## config.mk

```make
export PLATFORM = sky130hd
export DESIGN_NAME = dmem_arbiter
export DESIGN_NICKNAME = d
export VERILOG_FILES = /design/src/rtl/dmem_arbiter.sv
export SDC_FILE = /design/constraint.sdc
export NUM_CORES = 1
export LEC_CHECK = 0
export CORE_AREA = 2 2 98 100
export CTS_CLUSTER_DIAMETER = 30
export DETAILED_ROUTE_END_ITERATION = 16
export DIE_AREA = 0 0 100 102
export PLACE_DENSITY = 0.7
export RECOVER_POWER = 50
export SYNTH_ARGS = -nofsm -noshare
export SYNTH_HDL_FRONTEND = slang
export SYNTH_SLANG_ARGS = --single-unit
```

## constraint.sdc

```tcl
create_clock -name clock -period 2.4 [get_ports clock]
set_input_delay 0.48 -clock clock [delete_from_list [all_inputs] [get_ports clock]]
set_output_delay 0.48 -clock clock [all_outputs]
set_load 0.01 [all_outputs]
```

## src/rtl/dmem_arbiter.sv

```systemverilog
// Two-port arbiter for the single-port 4096x32 data RAM: processor (C) and sonar engine (S).
// Grants one access per cycle, steers synchronous read data back to the issuing port and
// bounds sonar wait time with a starvation counter.
module dmem_arbiter #(
  parameter int unsigned STARVE_LIMIT = 4,
  parameter int unsigned CNT_W        = 16
) (
  input  logic             clock,
  input  logic             reset,
  input  logic             cpu_req,
  input  logic             cpu_we,
  input  logic [11:0]      cpu_addr,
  input  logic [31:0]      cpu_wdata,
  output logic             cpu_gnt,
  output logic             cpu_rvalid,
  output logic [31:0]      cpu_rdata,
  input  logic             snr_req,
  input  logic             snr_we,
  input  logic [11:0]      snr_addr,
  input  logic [31:0]      snr_wdata,
  output logic             snr_gnt,
  output logic             snr_rvalid,
  output logic [31:0]      snr_rdata,
  output logic             ram_wen,
  output logic [11:0]      ram_addr,
  output logic [31:0]      ram_din,
  input  logic [31:0]      ram_dout,
  output logic [CNT_W-1:0] snr_grants
);

  localparam int unsigned WAIT_W = $clog2(STARVE_LIMIT + 1);

  typedef enum logic [1:0] {
    IDLE = 2'd0,
    RD_C = 2'd1,
    RD_S = 2'd2
  } ret_state_t;

  ret_state_t        state_q;
  ret_state_t        state_d;
  logic [WAIT_W-1:0] wait_cnt;
  logic              starve;

  assign starve = (wait_cnt >= WAIT_W'(STARVE_LIMIT));

  // Arbitration: processor first unless the sonar has waited STARVE_LIMIT cycles.
  always_comb begin
    cpu_gnt = 1'b0;
    snr_gnt = 1'b0;
    if (reset) begin
      if (snr_req && starve) begin
        snr_gnt = 1'b1;
      end else if (cpu_req) begin
        cpu_gnt = 1'b1;
      end else if (snr_req) begin
        snr_gnt = 1'b1;
      end
    end
  end

  // RAM command mux: only the granted port reaches the RAM, otherwise all zero.
  always_comb begin
    ram_wen  = 1'b0;
    ram_addr = 12'd0;
    ram_din  = 32'd0;
    if (cpu_gnt) begin
      ram_wen  = cpu_we;
      ram_addr = cpu_addr;
      ram_din  = cpu_wdata;
    end else if (snr_gnt) begin
      ram_wen  = snr_we;
      ram_addr = snr_addr;
      ram_din  = snr_wdata;
    end
  end

  // Sonar wait counter: counts denied request cycles, saturates at the starvation limit.
  always_ff @(posedge clock or negedge reset) begin
    if (!reset) begin
      wait_cnt <= '0;
    end else if (!snr_req || snr_gnt) begin
      wait_cnt <= '0;
    end else if (!starve) begin
      wait_cnt <= wait_cnt + WAIT_W'(1);
    end
  end

  // Saturating statistics counter of sonar grants.
  always_ff @(posedge clock or negedge reset) begin
    if (!reset) begin
      snr_grants <= '0;
    end else if (snr_gnt && (snr_grants != {CNT_W{1'b1}})) begin
      snr_grants <= snr_grants + CNT_W'(1);
    end
  end

  // Return FSM state register; a reset discards any read still in flight.
  always_ff @(posedge clock or negedge reset) begin
    if (!reset) begin
      state_q <= IDLE;
    end else begin
      state_q <= state_d;
    end
  end

  // Next state follows this cycle's grant so reads pipeline at one per cycle.
  always_comb begin
    state_d = IDLE;
    if (cpu_gnt && !cpu_we) begin
      state_d = RD_C;
    end else if (snr_gnt && !snr_we) begin
      state_d = RD_S;
    end
  end

  // Read return steering: RAM output reaches only the port that issued the read.
  always_comb begin
    cpu_rvalid = 1'b0;
    cpu_rdata  = 32'd0;
    snr_rvalid = 1'b0;
    snr_rdata  = 32'd0;
    case (state_q)
      RD_C: begin
        cpu_rvalid = 1'b1;
        cpu_rdata  = ram_dout;
      end
      RD_S: begin
        snr_rvalid = 1'b1;
        snr_rdata  = ram_dout;
      end
      default: ;
    endcase
  end

endmodule

```

==> results_dict.tcl, run 1 <==
set metrics [dict create \
    p_switching_mw 0.420 \
    powerDensity_nw_per_um2 292 \
    clk_pin_slew_ns 0.07 \
    netlist_area_um2 1930 \
    period_share_pct 97.5 \
    htreeDepth 1 \
    start_kind "input pin" \
    synth_cell_type_count 31 \
    cts_sinks 21 \
    yosys.area.top_type_share_pct 27.3 \
    dieArea_um2 10200 \
    ys_async_sr_fraction_pct 100 \
    area_growth_pct 144 \
    end_kind "primary output" \
    worstMarginPinSlew_ns 0.844 \
    p_sw_share_pct 30.6 \
    grt_pass1_vias 2577 \
    cp.depth 7 \
    max_stage_delay_ns 0.27 \
    whs_ns 0.377 \
    cts_buffers 3 \
    arrival_ns 1.86 \
    layout-drive-gt1-share_pct 8.51 \
    dieHeight_um 102 \
    ys_ff_latch 21 \
    crit_slowest_cell "dlygate4sd2_1" \
    hold_viol 0 \
    path_cells "dlygate4sd2_1 -> buf_4 -> a211oi_4 -> buf_6 -> buf_16 -> a22o_1 -> dlygate4sd2_1" \
    r2r-start "snr_grants[0]" \
    regArea_um2 526 \
    post_drt_via_cell_ratio 4.55 \
    n_fill_cell 871 \
    fin_util_pct 51.7 \
    synth_warnings 0 \
    vias 2701 \
    path_delay_family "buffers and inverters" \
    maxCapViolations 0 \
    netlist_top_cells_area "dfrtp_1, and2_1, a22o_1, xor2_1, nor3_1" \
    crit_start "snr_req" \
    synthTopCellsByCount "and2_1, a22o_1, dfrtp_1" \
    multi_input_area_um2 1330 \
    dp.cells 585 \
    io_buffers 254 \
    maxSlewViolCount 0 \
    synth.most_common_cell "and2_1" \
    power_frac_seq_pct 34.5 \
    syn-instance-count 223 \
    cts_hold_buf 0 \
    min_period_ns 2.34 \
    synth_ff_type "dfrtp_1" \
    cts_tree "done" \
    combPwrFrac_pct 49.3 \
    final_cells 593 \
    crit_path_max_fanout 23 \
    required_ns 1.92 \
    clkLatencyLatePin_ns 0.25 \
    rsz0062_at_grt "no" \
    regToRegEndpoint "snr_grants[13]" \
    crit_buf_inv 5 \
    die_w_um 100 \
    critPathMostFrequentCell "dlygate4sd2_1" \
    drc 0 \
    start_util_pct 21.2 \
    finalSetupViolCount 0 \
    post_drt_wl_per_cell_um 15.9 \
    crit_end "ram_din[7]" \
    first_iter_violations 43 \
    timing.slew.headroom_pct 43.2 \
    row_count 35 \
    grt.total_usage_pct 16.6 \
    ys_seq_area_share_pct 27.3 \
    synth_area_leader_cell "dfrtp_1" \
    firstDrtPassIters 4 \
    cts-root-buf "clkbuf_8" \
    r2r_slack_ns 0.29 \
    finClkSkew_ns 0.00156 \
    grt_pass1_wl_um 13500 \
    core-area_um2 9110 \
    reg2regPathDepth 5 \
    drtAntennaViolNets 0 \
    gr-total-overflow 0 \
    fmax_ghz 0.427 \
    drt_wl_total_um 9450 \
    ir_worst_vdd_uv 407 \
    ios 255 \
    clkPwrFrac_pct 16.2 \
    synth-edff-count 0 \
    fin_nets 612 \
    min_path_type "input pin to async pin" \
    grt_max_degree 34 \
    antenna_found_initial 0 \
    status "finished clean" \
    synth_nets 352 \
    path_class "input pin to primary output" \
    cts_buffer_depth 2 \
    syn_area_per_cell_um2 8.65 \
    hpwlAfterDp_um 7760 \
    internal-power_mw 0.953 \
    routabilityCongestion 0.771 \
    timing.final.ws_setup_ns 0.0607 \
    leakage_nw 2.19 \
    diodes 0 \
    pre_cts_ws_ns -0.422 \
]
registers in the layout (all words and copies together) (netlist names):
register    flops
wait_cnt        3
snr_grants     16
state_q         2
kinds of logic (layout without fill, tap and decap cells):
kind of cell,Yosys count,count (layout),synth area share [%]
AO/OA/AOI/OAI,50,50,22.1
XOR/XNOR,13,13,5.91
multiplexers,3,3,1.75
AND/OR/NAND/NOR,112,112,36.9
buffers and inverters,21,280,4.15
adder cells (fa/ha/maj),3,3,1.95
flip-flops,21,21,27.3
layout by cell type (no fill, tap or decap), types with 2 or more instances in the layout:
cell             Yosys  layout
a21oi_1              2       2
a22o_1              45      45
and2_1              65      65
and3_1               2       2
and4bb_2             2       2
buf_12               0       3
buf_2                1      12
buf_4                0       7
buf_6                0       2
clkbuf_1            12       4
clkbuf_8             0       3
clkdlybuf4s15_1      0      12
clkdlybuf4s50_1      0     166
dfrtp_1             21      21
dlygate4sd2_1        0      25
dlygate4sd3_1        0      38
ha_1                 3       3
inv_1                5       4
mux2_2               3       3
nand2_1              6       6
nand2b_1             2       2
nand3_1              5       5
nand4_1              3       3
nor2_1               4       4
nor2b_1              5       5
nor3_1               9       9
nor3b_1              2       2
xor2_1              13      13
worst min path at each step:
stage | startpoint | to | slack, ns | cells past startpoint
6_report | reset | snr_grants[7] | 0.38 | 2
5_1_grt | reset | state_q[1] | 0.38 | 2
4_1_cts | reset | snr_grants[6] | 0.36 | 2
3_5_place_dp | snr_grants[11] | snr_grants[11] | 0.50 | 1
3_3_place_gp | snr_grants[11] | snr_grants[11] | 0.50 | 1
2_1_floorplan | reset | snr_grants[0] | 0.18 | 0
worst register-to-register path, stage by stage, from the launching register on:
cell and delay [ns]:
dfrtp_1 0.43, ha_1 0.22, nand4_1 0.15, nor4_2 0.73, and4bb_2 0.31, xor2_1 0.15
power by group through the flow:
stage | logic [mW] | registers [mW] | clock network, mW
final | 0.677 | 0.474 | 0.222
after global routing | 0.727 | 0.482 | 0.249
after CTS | 0.705 | 0.475 | 0.233
after detailed placement | 0.720 | 0.478 | 0
after global placement | 0.713 | 0.478 | 0
after floorplan | 0.199 | 0.485 | 0
timing repair:
action,in CTS,in global routing
setup endpoints to repair,47,23
pin swaps,1,1
gates resized for setup,91,14
buffers inserted,2,0
gates cloned,2,0
per-stage QoR:
step                power [mW]  TNS (ns)  area [µm²]
finish                    1.37         0        4710
global route              1.46         0        4710
CTS                       1.41         0        4720
detailed placement        1.20    -18.54        4700
global placement          1.19    -18.04        4700
floorplan                0.684         0        1930
cell type report:
| class | count | area share (%) |
|---|---|---|
| repair buffers | 271 | 56.4 |
| multi-input cells | 181 | 28.2 |
| flip-flops and latches | 21 | 11.2 |
| well taps | 111 | 2.95 |
| clock buffers | 4 | 0.957 |
| inverters | 5 | 0.399 |
layer usage:
layer	track usage [%]	part of all wire, %
met1	19.2	38
met2	31.9	53
met3	4.17	8.3
met4	1.58	0.23
met5	0	0
Power figures use the tool's default switching activity.
==> inputs of run 2 (changes only) <==
--- a/config.mk
+++ b/config.mk
@@ -11,6 +11,7 @@
 export DIE_AREA = 0 0 100 102
 export PLACE_DENSITY = 0.7
 export RECOVER_POWER = 50
+export REMOVE_ABC_BUFFERS = 1
 export SYNTH_ARGS = -nofsm -noshare
 export SYNTH_HDL_FRONTEND = slang
 export SYNTH_SLANG_ARGS = --single-unit
==> results_dict.tcl, run 2 (synthesized netlist as in run 1, its figures left out) <==
set metrics [dict create \
    power_frac_seq_pct 33.7 \
    crit_start "snr_req" \
    cts_sinks 21 \
    cts-root-buf "clkbuf_8" \
    timing.slew.headroom_pct 35.0 \
    ir_worst_vdd_uv 201 \
    reg2regPathDepth 5 \
    hold_viol 0 \
    cts_buffer_depth 2 \
    maxSlewViolCount 0 \
    grt_pass1_vias 2819 \
    htreeDepth 1 \
    first_iter_violations 56 \
    fin_util_pct 52.3 \
    row_count 35 \
    grt.total_usage_pct 20.8 \
    mostFrequentLayoutCells "clkdlybuf4s50_1, and2_1, a22o_1" \
    r2r-start "snr_grants[0]" \
    rsz0062_at_grt "no" \
    finalPower_mw 1.41 \
    r2r_slack_ns 0.21 \
    clkLatencyLatePin_ns 0.26 \
    multi_input_area_um2 1330 \
    n_fill_cell 877 \
    required_ns 1.92 \
    cts_buffers 3 \
    start_kind "input pin" \
    firstDrtPassIters 4 \
    grt_pass1_wl_um 16200 \
    area_growth_pct 147 \
    vias 2777 \
    die_w_um 100 \
    final_cells 601 \
    layout_commonest_cell "clkdlybuf4s50_1" \
    largest_reg_flops 16 \
    clk_pin_slew_ns 0.07 \
    min_path_type "input pin to async pin" \
    leakage_nw 2.16 \
    drt_wl_total_um 11200 \
    layout-drive-gt1-share_pct 10.2 \
    dp.cells 585 \
    start_util_pct 21.2 \
    p_sw_share_pct 31.2 \
    place_area_um2 4680 \
    period_share_pct 96.1 \
    top_register "snr_grants" \
    dieArea_um2 10200 \
    core-area_um2 9110 \
    path_class "input pin to primary output" \
    clkPwrFrac_pct 16.3 \
    cts_hold_buf 0 \
    status "finished clean" \
    combPwrFrac_pct 50.1 \
    antenna_found_initial 2 \
    io_buffers 254 \
    routabilityCongestion 0.881 \
    post_drt_via_cell_ratio 4.62 \
    hpwlAfterDp_um 8900 \
    dieHeight_um 102 \
    powerDensity_nw_per_um2 295 \
    post_drt_wl_per_cell_um 18.6 \
    arrival_ns 1.83 \
    fin_nets 618 \
    grt_max_degree 34 \
    crit_end "ram_din[0]" \
    fmax_ghz 0.434 \
    min_period_ns 2.31 \
    drtAntennaViolNets 0 \
    reg.largest.list "snr_grants: 16 flops, wait_cnt: 3 flops, state_q: 2 flops" \
    end_kind "primary output" \
    ios 255 \
    final_area_um2 4770 \
    drc 0 \
    cts_tree "done" \
    maxCapViolations 0 \
    p_switching_mw 0.439 \
    gr-total-overflow 0 \
    regArea_um2 527 \
    worstMarginPinSlew_ns 0.975 \
    finClkSkew_ns 0.00384 \
    crit_path_max_fanout 23 \
    finalSetupViolCount 0 \
    regToRegEndpoint "snr_grants[15]" \
    internal-power_mw 0.968 \
]
run 2: critical path, stage by stage:
cell and delay, ns:
dlygate4sd2_1 0.25, buf_6 0.12, a211oi_4 0.24, buf_6 0.16, buf_16 0.15, a22o_1 0.15
dlygate4sd2_1 0.27
run 2: worst min path at each step:
stage	slack (ns)	depth (start not counted)	from	endpoint
floorplan	0.18	0	reset	snr_grants[0]
finish	0.28	2	reset	wait_cnt[0]
detailed placement	0.50	1	snr_grants[11]	snr_grants[11]
global route	0.30	2	reset	wait_cnt[0]
global placement	0.49	1	snr_grants[11]	snr_grants[11]
CTS	0.32	2	reset	wait_cnt[0]
run 2: power groups by stage:
stage	Combinational [mW]	Clock, mW	Sequential [mW]
3_3_place_gp	0.715	0	0.484
5_1_grt	0.752	0.253	0.485
6_report	0.704	0.229	0.473
3_5_place_dp	0.724	0	0.484
4_1_cts	0.736	0.238	0.477
2_1_floorplan	0.195	0	0.485
run 2: cell type report:
cell class              count  share of cell area, %
multi-input cells         181                   27.8
well taps                 111                   2.91
clock buffers               4                  0.945
diodes                      2                  0.105
inverters                   5                  0.394
flip-flops and latches     21                   11.1
repair buffers            277                   56.8
run 2: what timing repair did:
action	in CTS	in global routing
setup endpoints to repair	47	23
cloned	5	0
endpoints found under the hold margin	0	0
pin swaps	2	1
setup buffers	4	1
gates resized for setup	100	23
run 2: through the flow:
stage / TNS, ns / worst slack, ns / hold slack [ns]
floorplan: -87.10 / -1.88 / 0.184
global placement: -18.19 / -0.446 / 0.485
detailed placement: -19.81 / -0.473 / 0.495
CTS: 0 / 0.000500 / 0.317
global route: 0 / 0.00355 / 0.301
finish: 0 / 0.0933 / 0.275
run 2: routing by layer:
metal	wire (µm)	up-vias	track usage, %
met5	0	-	0
met4	164	0	4.53
li1	-	1334	-
met2	5640	134	36.7
met3	921	12	5.95
met1	4430	1297	25.3
